**src/rtl/instr_aligner.sv**
```systemverilog
// Fetch realigner: word reads in, one RVC parcel or (possibly straddling) 32-bit instruction out.
// Output is combinational from the 3-halfword buffer; out_ready_i low stalls fetch once 2+ halfwords are held.
module instr_aligner #(
  parameter logic [31:0] RESET_PC = 32'h0000_0000
) (
  input  logic        clk,
  input  logic        rst_n,
  input  logic        redirect_i,
  input  logic [31:0] redirect_pc_i,
  output logic        mem_req_valid_o,
  input  logic        mem_req_ready_i,
  output logic [31:0] mem_addr_o,
  input  logic        mem_rsp_valid_i,
  input  logic [31:0] mem_rsp_data_i,
  output logic        out_valid_o,
  input  logic        out_ready_i,
  output logic [31:0] out_instr_o,
  output logic        out_compressed_o,
  output logic [31:0] out_pc_o
);

  // Slot i lives in hbuf[16*i +: 16]; slot 0 is the oldest halfword, at hpc.
  logic [47:0] hbuf_q, hbuf_d;
  logic [1:0]  hcnt_q, hcnt_d;
  logic [31:0] hpc_q, hpc_d;
  logic [31:0] fetch_pc_q, fetch_pc_d;
  logic        outstanding_q, outstanding_d;
  logic        discard_q, discard_d;
  logic        skip_lo_q, skip_lo_d;

  logic [15:0] slot0;
  logic        slot0_rvc, rvc_rdy, full_rdy;
  logic        req_fire, rsp_fire, rsp_keep, accept;
  logic [1:0]  shamt, cnt_s, nin;
  logic [47:0] buf_s;
  logic [15:0] first_half;

  assign slot0     = hbuf_q[15:0];
  assign slot0_rvc = (slot0[1:0] != 2'b11);
  assign rvc_rdy   = (hcnt_q != 2'd0) && slot0_rvc;
  assign full_rdy  = (hcnt_q >= 2'd2) && !slot0_rvc;

  assign out_valid_o      = (rvc_rdy || full_rdy) && !redirect_i;
  assign out_compressed_o = rvc_rdy;
  assign out_instr_o      = rvc_rdy  ? {16'h0000, slot0} :
                            full_rdy ? hbuf_q[31:0] : 32'h0000_0000;
  assign out_pc_o         = hpc_q;

  // rst_n gating keeps the request quiet while the block is held in reset.
  assign mem_req_valid_o = rst_n && !outstanding_q && (hcnt_q <= 2'd1) && !redirect_i;
  assign mem_addr_o      = fetch_pc_q;

  assign req_fire = mem_req_valid_o && mem_req_ready_i;
  assign rsp_fire = mem_rsp_valid_i && outstanding_q;
  assign rsp_keep = rsp_fire && !discard_q;
  assign accept   = out_valid_o && out_ready_i;

  assign shamt      = accept ? (rvc_rdy ? 2'd1 : 2'd2) : 2'd0;
  assign cnt_s      = hcnt_q - shamt;
  assign buf_s      = hbuf_q >> {shamt, 4'b0000};
  assign first_half = skip_lo_q ? mem_rsp_data_i[31:16] : mem_rsp_data_i[15:0];
  assign nin        = skip_lo_q ? 2'd1 : 2'd2;

  always_comb begin
    hbuf_d        = buf_s;
    hcnt_d        = cnt_s;
    hpc_d         = hpc_q + {29'b0, shamt, 1'b0};
    fetch_pc_d    = fetch_pc_q;
    outstanding_d = outstanding_q;
    discard_d     = discard_q;
    skip_lo_d     = skip_lo_q;

    // Shift out the accepted instruction first, then append new halfwords behind what remains.
    if (rsp_keep) begin
      for (int i = 0; i < 3; i++) begin
        if (2'(i) == cnt_s) begin
          hbuf_d[16*i +: 16] = first_half;
        end else if ((2'(i) == cnt_s + 2'd1) && !skip_lo_q) begin
          hbuf_d[16*i +: 16] = mem_rsp_data_i[31:16];
        end
      end
      hcnt_d    = cnt_s + nin;
      skip_lo_d = 1'b0;
    end

    if (req_fire) begin
      outstanding_d = 1'b1;
      fetch_pc_d    = fetch_pc_q + 32'd4;
    end
    if (rsp_fire) begin
      outstanding_d = 1'b0;
      discard_d     = 1'b0;
    end

    // A response landing in the redirect cycle is the stale one; otherwise arm the discard.
    if (redirect_i) begin
      hcnt_d        = 2'd0;
      hpc_d         = {redirect_pc_i[31:1], 1'b0};
      fetch_pc_d    = {redirect_pc_i[31:2], 2'b00};
      skip_lo_d     = redirect_pc_i[1];
      discard_d     = outstanding_q && !mem_rsp_valid_i;
      outstanding_d = outstanding_q && !mem_rsp_valid_i;
    end
  end

  always_ff @(posedge clk or negedge rst_n) begin
    if (!rst_n) begin
      hbuf_q        <= '0;
      hcnt_q        <= 2'd0;
      hpc_q         <= {RESET_PC[31:1], 1'b0};
      fetch_pc_q    <= {RESET_PC[31:2], 2'b00};
      outstanding_q <= 1'b0;
      discard_q     <= 1'b0;
      skip_lo_q     <= RESET_PC[1];
    end else begin
      hbuf_q        <= hbuf_d;
      hcnt_q        <= hcnt_d;
      hpc_q         <= hpc_d;
      fetch_pc_q    <= fetch_pc_d;
      outstanding_q <= outstanding_d;
      discard_q     <= discard_d;
      skip_lo_q     <= skip_lo_d;
    end
  end

endmodule

```
**config.mk**
```make
export PLATFORM = sky130hd
export DESIGN_NAME = instr_aligner
export DESIGN_NICKNAME = d
export VERILOG_FILES = /design/src/rtl/instr_aligner.sv
export SDC_FILE = /design/constraint.sdc
export NUM_CORES = 1
export LEC_CHECK = 0
export ABC_AREA = 1
export BUFFER_PORTS_ARGS = -buffer_cell sky130_fd_sc_hd__buf_4
export CORE_MARGIN = 1.5
export CORE_UTILIZATION = 45
export CTS_CLUSTER_DIAMETER = 50
export CTS_CLUSTER_SIZE = 8
export DETAILED_ROUTE_END_ITERATION = 10
export PLACE_DENSITY = 0.68
export SLEW_MARGIN = 20
export SYNTH_ARGS = -nofsm -noshare
export SYNTH_HDL_FRONTEND = slang
export SYNTH_SLANG_ARGS = --single-unit
export TNS_END_PERCENT = 10
```
**constraint.sdc**
```tcl
create_clock -name clk -period 3.5 [get_ports clk]
set_input_delay 0.35 -clock clk [delete_from_list [all_inputs] [get_ports clk]]
set_output_delay 0.35 -clock clk [all_outputs]
set_load 0.005 [all_outputs]
```
==> metrics, run 1 <==
status=completed; Post-CTS Setup Repair Bufs=0; Seq/Total Area, Yosys=0.370; Clk network pwr share=0.329; drt via density=5.22; compound-cell area share of the yosys netlist=0.111; pwr dens=527 mW/mm^2; hold_buf cts=0; Hold/Removal Path Class=input port to async pin; Worst IR Drop VDD=0.430 mV; share of layout cells above drive strength 1=0.167; CTS resizes=0; min cycle time layout=2.97 ns; Finish-stage setup viols=0; Total Neg Setup Slack=0 ns; RSZ-0062 raised after global routing=false; first-pass GRT wire length=between 30,000 and 40,000 um; Synth Area in XOR/XNOR=0.0329; final hold vios=0; ys flop type=dfrtp_1; detailed placement HPWL=approximately 18,000 um; fin. max-slew vios=0; die area=0.0179 mm^2; fin util=0.577; largest family of logic cells by synthesized area=simple AND/OR/NAND/NOR gates; Simple-Gate Fraction of Synth Area=0.369; antenna violations before repair=0; EDFF count, synth=0; Tot Pwr=5070 uW; Synth Area in Adders=0.0107; H-Tree Level Count=4; n_diodes=0; cell taking the most area after synthesis=dfrtp_1; register bit count reported by yosys=around 110; crit-path max FO=5; Tcrit/Tclk final=0.847; routed len/inst=between 15 and 20 um; CTS Buffer Depth=2; clock transition at the registers of the reported paths=approximately 0.050 ns; Root Driver=clkbuf_16; Place WS=0.521 ns; yosys warns=0; Arrival @ worst endpoint=3.32 ns; Max-cap violations=0; # clock sinks=114; ys async rst share=1.00; cells on worst reg2reg path=19; Post-Synthesis Cell Area=0.00771 mm^2; Fmax=337 MHz; Initial Utilization=0.463; Worst Setup End Kind=flip-flop; Post-Route WL=24,700 um; routability cong.=0.928; Mapped Avg Cell Area=6.52 um^2; setup ws final=0.535 ns; Die Height=134 um; post-synth cell types=between 40 and 50; Tot GR Track Use=0.278; clock latency on the worst-skew pair=0.42 ns; CTS tree=built; P_int=3350 uW; Syn Inst Count=1,183; synth top area cells=dfrtp_1 (37%), nand2_1 (22%), inv_1 (6.7%); die width=about 130 um; relative slew slack=0.378; nature of the critical path startpoint=flip-flop; register share of total power=0.372; mux share of post-synthesis cell area=0; cts bufs inserted=17; Clock Skew=0.0100 ns; initial drt markers=about 700; FILL cells=1,642; vias=8,154; share of the synthesized area in the top cell type=0.370; Leak=0.00504 uW; Rows=47; area added between synthesis and finish=24.6%; switching part of the total power=0.340; DRT antenna net count=0; DR pass1 iterations=5; number of I/O pins=169; WP data required=around 3.9 ns; Crit Path Category=flip-flop to flip-flop; vias in the first global route=7,522; largest net degree at the start of global routing=71; Logic pwr share=0.299; # DRC=0; Tightest Pin Transition=between 0.9 and 1 ns; Sw Pwr=1720 uW; Core ar.=~0.017 mm^2; nets=1,407; GRT overflow=0; Port Buffers=164
[cell usage after synthesis, types with 4 or more instances]
cell type  instances
nand2_1          459
inv_1            138
dfrtp_1          114
nor2_1           107
o21ai_0           75
nand3_1           68
clkbuf_1          24
nor3_1            21
xor2_1            21
o221ai_1          19
buf_2             15
o22ai_1           13
nand4_1           10
o21ai_1           10
a21oi_1            9
xnor2_1            8
o211ai_1           7
buf_6              6
ha_1               5
inv_2              5
nand3b_1           5
nand2_2            4
[metrics by stage]
step                area (um^2)  cells  hold WS (ns)
floorplan                  7720   1185        0.0544
global placement           9060   1532         0.501
detailed placement         9060   1532         0.496
CTS                        9610   1561        0.0576
global route               9610   1561         0.110
finish                     9610   1561        0.0480
[cell families (layout without fill, tap and decap cells)]
group / count (synthesis) / after routing
AOI/OAI and AO/OA: 144 / 144
xor gates and xnor gates: 29 / 29
adders and majority gates: 6 / 6
DFF: 114 / 114
and+or+nand+nor: 692 / 692
other: 1 / 3
buffers and inverters: 197 / 353
[registers in the layout, summed over array words and instances, names as in the netlist]
register,flops
discard_q,1
hbuf_q,48
hcnt_q,2
mem_addr_o,30
out_pc_o,31
outstanding_q,1
skip_lo_q,1
[power groups by stage]
stage | sequential, uW | clock, uW | combinational, uW
after floorplan | 1850 | 0 | 1040
after CTS | 1880 | 1680 | 1510
after global routing | 1930 | 1740 | 1730
final | 1890 | 1670 | 1510
after global placement | 1900 | 0 | 1480
after detailed placement | 1900 | 0 | 1500
[per-layer routing]
layer  vias to the layer above  wire length (um)  track usage  part of all wire
met4                         0               812        0.125             0.033
met2                       323             11800        0.468              0.48
met3                        53              1740       0.0355             0.070
li1                       4039                 -            -                 -
met5                         -                 0            0                 0
met1                      3739             10400        0.358              0.42
[worst max-delay path: stages, from the launching register on]
cell and delay, ns:
dfrtp_1 0.44, inv_2 0.07, nand2_1 0.06, inv_1 0.03
nor2_1 0.19, nand3_1 0.15, inv_2 0.13, ha_1 0.19
inv_1 0.06, fa_1 0.35, inv_1 0.10, nand3_1 0.16
nor2_1 0.21, nand2_1 0.20, nor2_1 0.19, nand2_1 0.06
inv_1 0.06, or2_2 0.09, nand3_1 0.06, nand2_1 0.09
[placed cells by master (no fill, tap or decap), types with 2 or more instances in the layout]
cell / n
and3_1: 3
a22oi_1: 3
nor3_1: 21
nand2_4: 2
nand3b_1: 5
o21ai_0: 75
o211ai_1: 7
clkinv_1: 3
nand2_2: 4
nor3b_1: 2
o21ai_1: 10
xor2_1: 21
a31oi_1: 2
inv_2: 5
nor4_1: 2
clkinv_2: 5
buf_4: 177
or2_2: 2
clkbuf_16: 17
nand4_1: 10
nand3_1: 68
bufinv_16: 2
xnor2_1: 8
a21oi_1: 9
clkbuf_8: 2
dfrtp_1: 114
nor2_1: 107
inv_1: 138
o22ai_1: 13
nor2_4: 3
clkbuf_1: 3
o31ai_1: 3
ha_1: 5
o221ai_1: 19
conb_1: 3
nand2_1: 459
[cell type report]
class | count | area (um^2) | share of cell area
clock buffers | 22 | 464 | 0.0483
clock inverters | 7 | 85.1 | 0.00885
inverters | 147 | 554 | 0.0577
multi-input cells | 874 | 4050 | 0.421
flip-flops and latches | 114 | 2850 | 0.297
well taps | 220 | 275 | 0.0286
repair buffers | 177 | 1330 | 0.138
[worst paths after layout]
path / to / slack [ns] / start
min reg2reg: discard_q$_DFFE_PN0P_ / 0.51 / discard_q$_DFFE_PN0P_
max: out_pc_o[19]$_DFF_PN0_ / 0.53 / hcnt_q[1]$_DFF_PN0_
max in group asynchronous: hbuf_q[0]$_DFF_PN0_ / 2.06 / rst_n
max reg2reg: out_pc_o[19]$_DFF_PN0_ / 0.53 / hcnt_q[1]$_DFF_PN0_
min in group clk: outstanding_q$_DFFE_PN0P_ / 0.15 / mem_rsp_valid_i
min: out_pc_o[19]$_DFF_PN0_ / 0.05 / rst_n
Power figures use the tool's default switching activity.
==> run 2: changes to the inputs <==
==> constraint.sdc (replaced) <==
create_clock -name clk -period 2.75 [get_ports clk]
set_input_delay 0.275 -clock clk [delete_from_list [all_inputs] [get_ports clk]]
set_output_delay 0.275 -clock clk [all_outputs]
set_load 0.005 [all_outputs]
==> run 2 against run 1 <==
Net effect:
- clock power grew 43%
- power up 34%
- core utilization up 1.4 points
- critical endpoint is now hcnt_q[1]$_DFF_PN0_
- largest cell class unchanged
- sequential share of layout area down 0.68 points
- via count up 1.5%
- global-route usage rose by 1.3 points
- maximum frequency increased by 18%
==> metrics, run 2 (same netlist as run 1, synthesis figures left out) <==
Worst Setup End Kind=flip-flop; number of I/O pins=169; die area=0.0179 mm^2; leading cell type in the layout, fill and taps excluded=nand2_1; Max-cap violations=0; Hold/Removal Path Class=input port to flip-flop; CTS tree=built; crit-path max FO=7; Logic pwr share=0.290; Rows=between 40 and 50; antenna violations before repair=1; FILL cells=1,619; fin. max-slew vios=0; Sw Pwr=approximately 2300 uW; Port Buffers=164; # clock sinks=~110; Root Driver=clkbuf_16; Leak=0.00514 uW; WP data required=~3.1 ns; Tightest Pin Transition=0.714 ns; placed cells=1,544; max reg flops=48; relative slew slack=0.524; Clk network pwr share=0.353; min cycle time layout=2.52 ns; commonest cells after routing, fill and taps aside=nand2_1 (456), buf_4 (189), inv_1 (138); Crit Path Category=flip-flop to flip-flop; drt via density=5.24; Die Height=134 um; share of layout cells above drive strength 1=0.183; P_int=about 4500 uW; vias in the first global route=slightly below 8,000; Total Neg Setup Slack=0 ns; Clock Skew=0.00827 ns; routed len/inst=around 16 um; vias=8,273; area added between synthesis and finish=27.6%; cts bufs inserted=17; nature of the critical path startpoint=flip-flop; switching part of the total power=0.335; die width=around 130 um; Arrival @ worst endpoint=between 2 and 3 ns; Tot Pwr=6770 uW; reg-to-reg setup timing slack=0.23 ns; n_diodes=0; Finish-stage setup viols=0; most flop-heavy register=hbuf_q; fin util=0.591; clock transition at the registers of the reported paths=0.06 ns; first-pass GRT wire length=between 40,000 and 50,000 um; pwr dens=688 mW/mm^2; nets=around 1,400; DRT antenna net count=0; register share of total power=0.357; Post-Route WL=25,400 um; clock latency on the worst-skew pair=0.43 ns; largest net degree at the start of global routing=76; DR pass1 iterations=7; # DRC=0; Tot GR Track Use=0.291; routability cong.=0.905; Worst IR Drop VDD=0.520 mV; Initial Utilization=0.463; Tcrit/Tclk final=0.916; Core ar.=approximately 0.017 mm^2; detailed placement HPWL=between 15,000 and 20,000 um; CTS Buffer Depth=2; initial drt markers=681; Finished Layout Cells=1,578; RSZ-0062 raised after global routing=false; Fmax=397 MHz; status=completed; final hold vios=0; GRT overflow=0; H-Tree Level Count=4
## run 2: changes by cell type in the layout (fill, tap and decap cells not counted), moves of 2 or more
cell	previous run	this run
nand2_1	459	456
bufinv_16	2	4
nor2_1	107	104
clkinvlp_4	0	2
nand2_2	4	7
nand3_2	1	3
nor2_4	3	5
buf_4	177	189
nand3_1	68	66
## run 2: critical path, stage by stage, from the launching register on
cell     delay [ns]
dfrtp_1        0.35
inv_1          0.10
nand2_1        0.06
inv_1          0.06
nor2_2         0.04
nand3_2        0.07
inv_2          0.04
buf_4          0.14
ha_1           0.45
inv_1          0.23
ha_1           0.25
or2_2          0.30
nand3_1        0.10
o21ai_0        0.09
a21oi_1        0.15
## run 2: power by group through the flow
| stage | Clock [uW] | Sequential [uW] | Combinational [uW] |
|---|---|---|---|
| 2_1_floorplan | 0 | 2350 | 1320 |
| 4_1_cts | 2400 | 2410 | 1960 |
| 6_report | 2390 | 2410 | 1960 |
| 3_5_place_dp | 0 | 2430 | 1940 |
| 3_3_place_gp | 0 | 2410 | 1920 |
| 5_1_grt | 2490 | 2470 | 2250 |
## run 2: cell type report
class / count / area, um^2 / share of cell area
multi-input combinational: 874 / 4080 / 0.415
sequential: 114 / 2850 / 0.290
timing repair buffer: 191 / 1440 / 0.146
inverter: 147 / 554 / 0.0564
clock buffer: 22 / 474 / 0.0482
tap: 220 / 275 / 0.0280
clock inverter: 10 / 155 / 0.0158
## run 2: repair_timing
item                                    CTS  global route
hold buffers                              1             0
setup buffers                             0             1
gates resized for setup                   0             9
endpoints found under the setup margin    0             9
hold endpoints to repair                 39             0
## run 2: final timing paths
path                                       start  depth (start not counted)                        end
hold reg to reg            discard_q$_DFFE_PN0P_                          2      discard_q$_DFFE_PN0P_
hold / removal                   mem_rsp_valid_i                          2  outstanding_q$_DFFE_PN0P_
setup reg to reg             hcnt_q[0]$_DFF_PN0_                         14        hcnt_q[1]$_DFF_PN0_
max in group asynchronous                  rst_n                          4       hbuf_q[25]$_DFF_PN0_
setup / recovery             hcnt_q[0]$_DFF_PN0_                         14        hcnt_q[1]$_DFF_PN0_
min in group asynchronous                  rst_n                          3     out_pc_o[15]$_DFF_PN0_
## run 2: routing by layer
layer  vias to the layer above  track usage  share of wire
met2                       383        0.479           0.47
met5                         -            0        0.00043
li1                       4066            -              -
met3                        60       0.0525          0.079
met1                      3762        0.372           0.42
met4                         2        0.138          0.035
## run 2: stage by stage
| stage | hold WS (ns) | instance area [um^2] | setup WS (ns) |
|---|---|---|---|
| floorplan | -0.0206 | 7720 | 0.0525 |
| global placement | 0.406 | 9150 | 0.174 |
| detailed placement | 0.403 | 9150 | 0.104 |
| CTS | 0.0482 | 9790 | 0.0866 |
| global route | 0.0868 | 9840 | 0.0214 |
| finish | 0.0522 | 9840 | 0.232 |
==> run 3: changes to the inputs <==
--- a/config.mk
+++ b/config.mk
@@ -13,6 +13,7 @@
 export CTS_CLUSTER_SIZE = 8
 export DETAILED_ROUTE_END_ITERATION = 10
 export PLACE_DENSITY = 0.68
+export RECOVER_POWER = 100
 export SLEW_MARGIN = 20
 export SYNTH_ARGS = -nofsm -noshare
 export SYNTH_HDL_FRONTEND = slang
==> run 3 against run 2 <==
Net effect:
- die area unchanged
- maximum frequency decreased by 1.2%
- cell count unchanged
- count of clock-buffer cells in the layout unchanged
==> metrics, run 3 (same netlist as run 1, synthesis figures left out) <==
status=completed; Max-cap violations=0; detailed placement HPWL=18,100 um; Post-Route WL=roughly 25,000 um; DRT antenna net count=0; HP Start=mem_rsp_valid_i; switching part of the total power=0.334; Finished Layout Cells=around 1,600; Worst Hold Depth=2; pwr dens=688 mW/mm^2; Clock Skew=0.00691 ns; Total Neg Setup Slack=0 ns; Logic pwr share=0.287; clock transition at the registers of the reported paths=0.05 ns; Fmax=392 MHz; routability cong.=just over 0.9; first-pass GRT wire length=40,400 um; Die Height=134 um; R2R Path Start=hcnt_q[0]$_DFF_PN0_; drt via density=5.26; die width=about 130 um; Finish-stage setup viols=0; # clock sinks=approximately 110; area of the multi-input gates=0.00407 mm^2; vias=8,299; antenna violations before repair=1; Tightest Pin Transition=1.10 ns; nets=1,421; cts bufs inserted=17; routed len/inst=16.0 um; final hold vios=0; H-Tree Level Count=4; commonest cells after routing, fill and taps aside=nand2_1 (457), inv_1 (140), dfrtp_1 (114); relative slew slack=0.268; Arrival @ worst endpoint=around 2.9 ns; Seq. cell area=0.00285 mm^2; CTS Buffer Depth=2; area added between synthesis and finish=26.6%; clock latency on the worst-skew pair=0.43 ns; P_int=about 4500 uW; Core ar.=approximately 0.017 mm^2; FILL cells=1,645; WHS Endpoint=outstanding_q$_DFFE_PN0P_; Sw Pwr=2250 uW; min cycle time layout=~2.5 ns; share of layout cells above drive strength 1=0.169; Worst IR Drop VDD=approximately 0.52 mV; number of I/O pins=169; # DRC=0; vias in the first global route=7,860; placed cells=1,544; most flop-heavy register=hbuf_q; Tot GR Track Use=0.291; Hold/Removal Path Class=input port to flip-flop; Tcrit/Tclk final=0.927; max reg flops=48; Tot Pwr=around 6700 uW; reg-to-reg setup timing slack=~0.20 ns; Crit Path Category=flip-flop to flip-flop; die area=0.0179 mm^2; fin. max-slew vios=0; cells on worst reg2reg path=14; WP data required=3.10 ns; Port Buffers=about 160; worst hold slack=0.0533 ns; initial drt markers=721; Clk network pwr share=0.354; Initial Utilization=0.463; DR pass1 iterations=5; nature of the critical path startpoint=flip-flop; crit-path max FO=7; Root Driver=clkbuf_16; RSZ-0062 raised after global routing=false; GRT overflow=0; n_diodes=0; largest net degree at the start of global routing=76; leading cell type in the layout, fill and taps excluded=nand2_1; register share of total power=0.359; Rows=47; CTS tree=built; Leak=~0.0051 uW; Worst Setup End Kind=flip-flop; reg2reg end=hcnt_q[1]$_DFF_PN0_
## run 3: worst max-delay path, cell delays in order, from the launching register on
cell     delay [ns]
dfrtp_1        0.35
inv_1          0.10
nand2_1        0.06
inv_1          0.06
nor2_2         0.04
nand3_2        0.06
inv_1          0.05
buf_4          0.15
ha_1           0.45
inv_1          0.23
ha_1           0.25
or2_2          0.30
nand3_1        0.10
o21ai_0        0.12
a21oi_1        0.15
## run 3: worst max-delay path by stage
stage | slack, ns | start | to
5_1_grt | 0.02 | hbuf_q[1]$_DFF_PN0_ | out_pc_o[31]$_DFF_PN0_
2_1_floorplan | 0.05 | hcnt_q[1]$_DFF_PN0_ | out_pc_o[25]$_DFF_PN0_
3_5_place_dp | 0.10 | hbuf_q[1]$_DFF_PN0_ | out_pc_o[19]$_DFF_PN0_
3_3_place_gp | 0.17 | hbuf_q[1]$_DFF_PN0_ | out_pc_o[19]$_DFF_PN0_
6_report | 0.20 | hcnt_q[0]$_DFF_PN0_ | hcnt_q[1]$_DFF_PN0_
4_1_cts | 0.09 | hbuf_q[1]$_DFF_PN0_ | out_pc_o[19]$_DFF_PN0_
## run 3: layer usage
metal  track usage  vias up  wire, um
li1              -     4066         -
met1         0.372     3778     10500
met2         0.479      383     11800
met3        0.0525       70      2030
met4         0.138        2       934
met5             0        -        11
## run 3: area by class of cell
class                           instances  share of cell area
Multi-Input combinational cell        874               0.417
Clock buffer                           22              0.0486
Clock inverter                         10              0.0159
Tap cell                              220              0.0282
Sequential cell                       114               0.292
Inverter                              147              0.0568
Timing Repair Buffer                  191               0.142
## run 3: timing repair
| action | CTS | global route |
|---|---|---|
| gates resized for setup | 0 | 9 |
| setup buffers | 0 | 1 |
| hold endpoints to repair | 39 | 0 |
| setup endpoints to repair | 0 | 9 |
| hold buffers | 1 | 0 |
## run 3: through the flow
stage / worst slack [ns] / util / cell area, um^2
final: 0.201 / 0.587 / 9760
after global routing: 0.0155 / 0.587 / 9760
after CTS: 0.0866 / 0.588 / 9790
after detailed placement: 0.104 / 0.550 / 9150
after global placement: 0.174 / 0.550 / 9150
after floorplan: 0.0525 / - / 7720
## run 3: power groups by stage
stage	Sequential [uW]	Clock, uW	Combinational (uW)
3_3_place_gp	2410	0	1920
2_1_floorplan	2350	0	1320
4_1_cts	2410	2400	1960
5_1_grt	2470	2490	2220
3_5_place_dp	2430	0	1940
6_report	2410	2380	1930
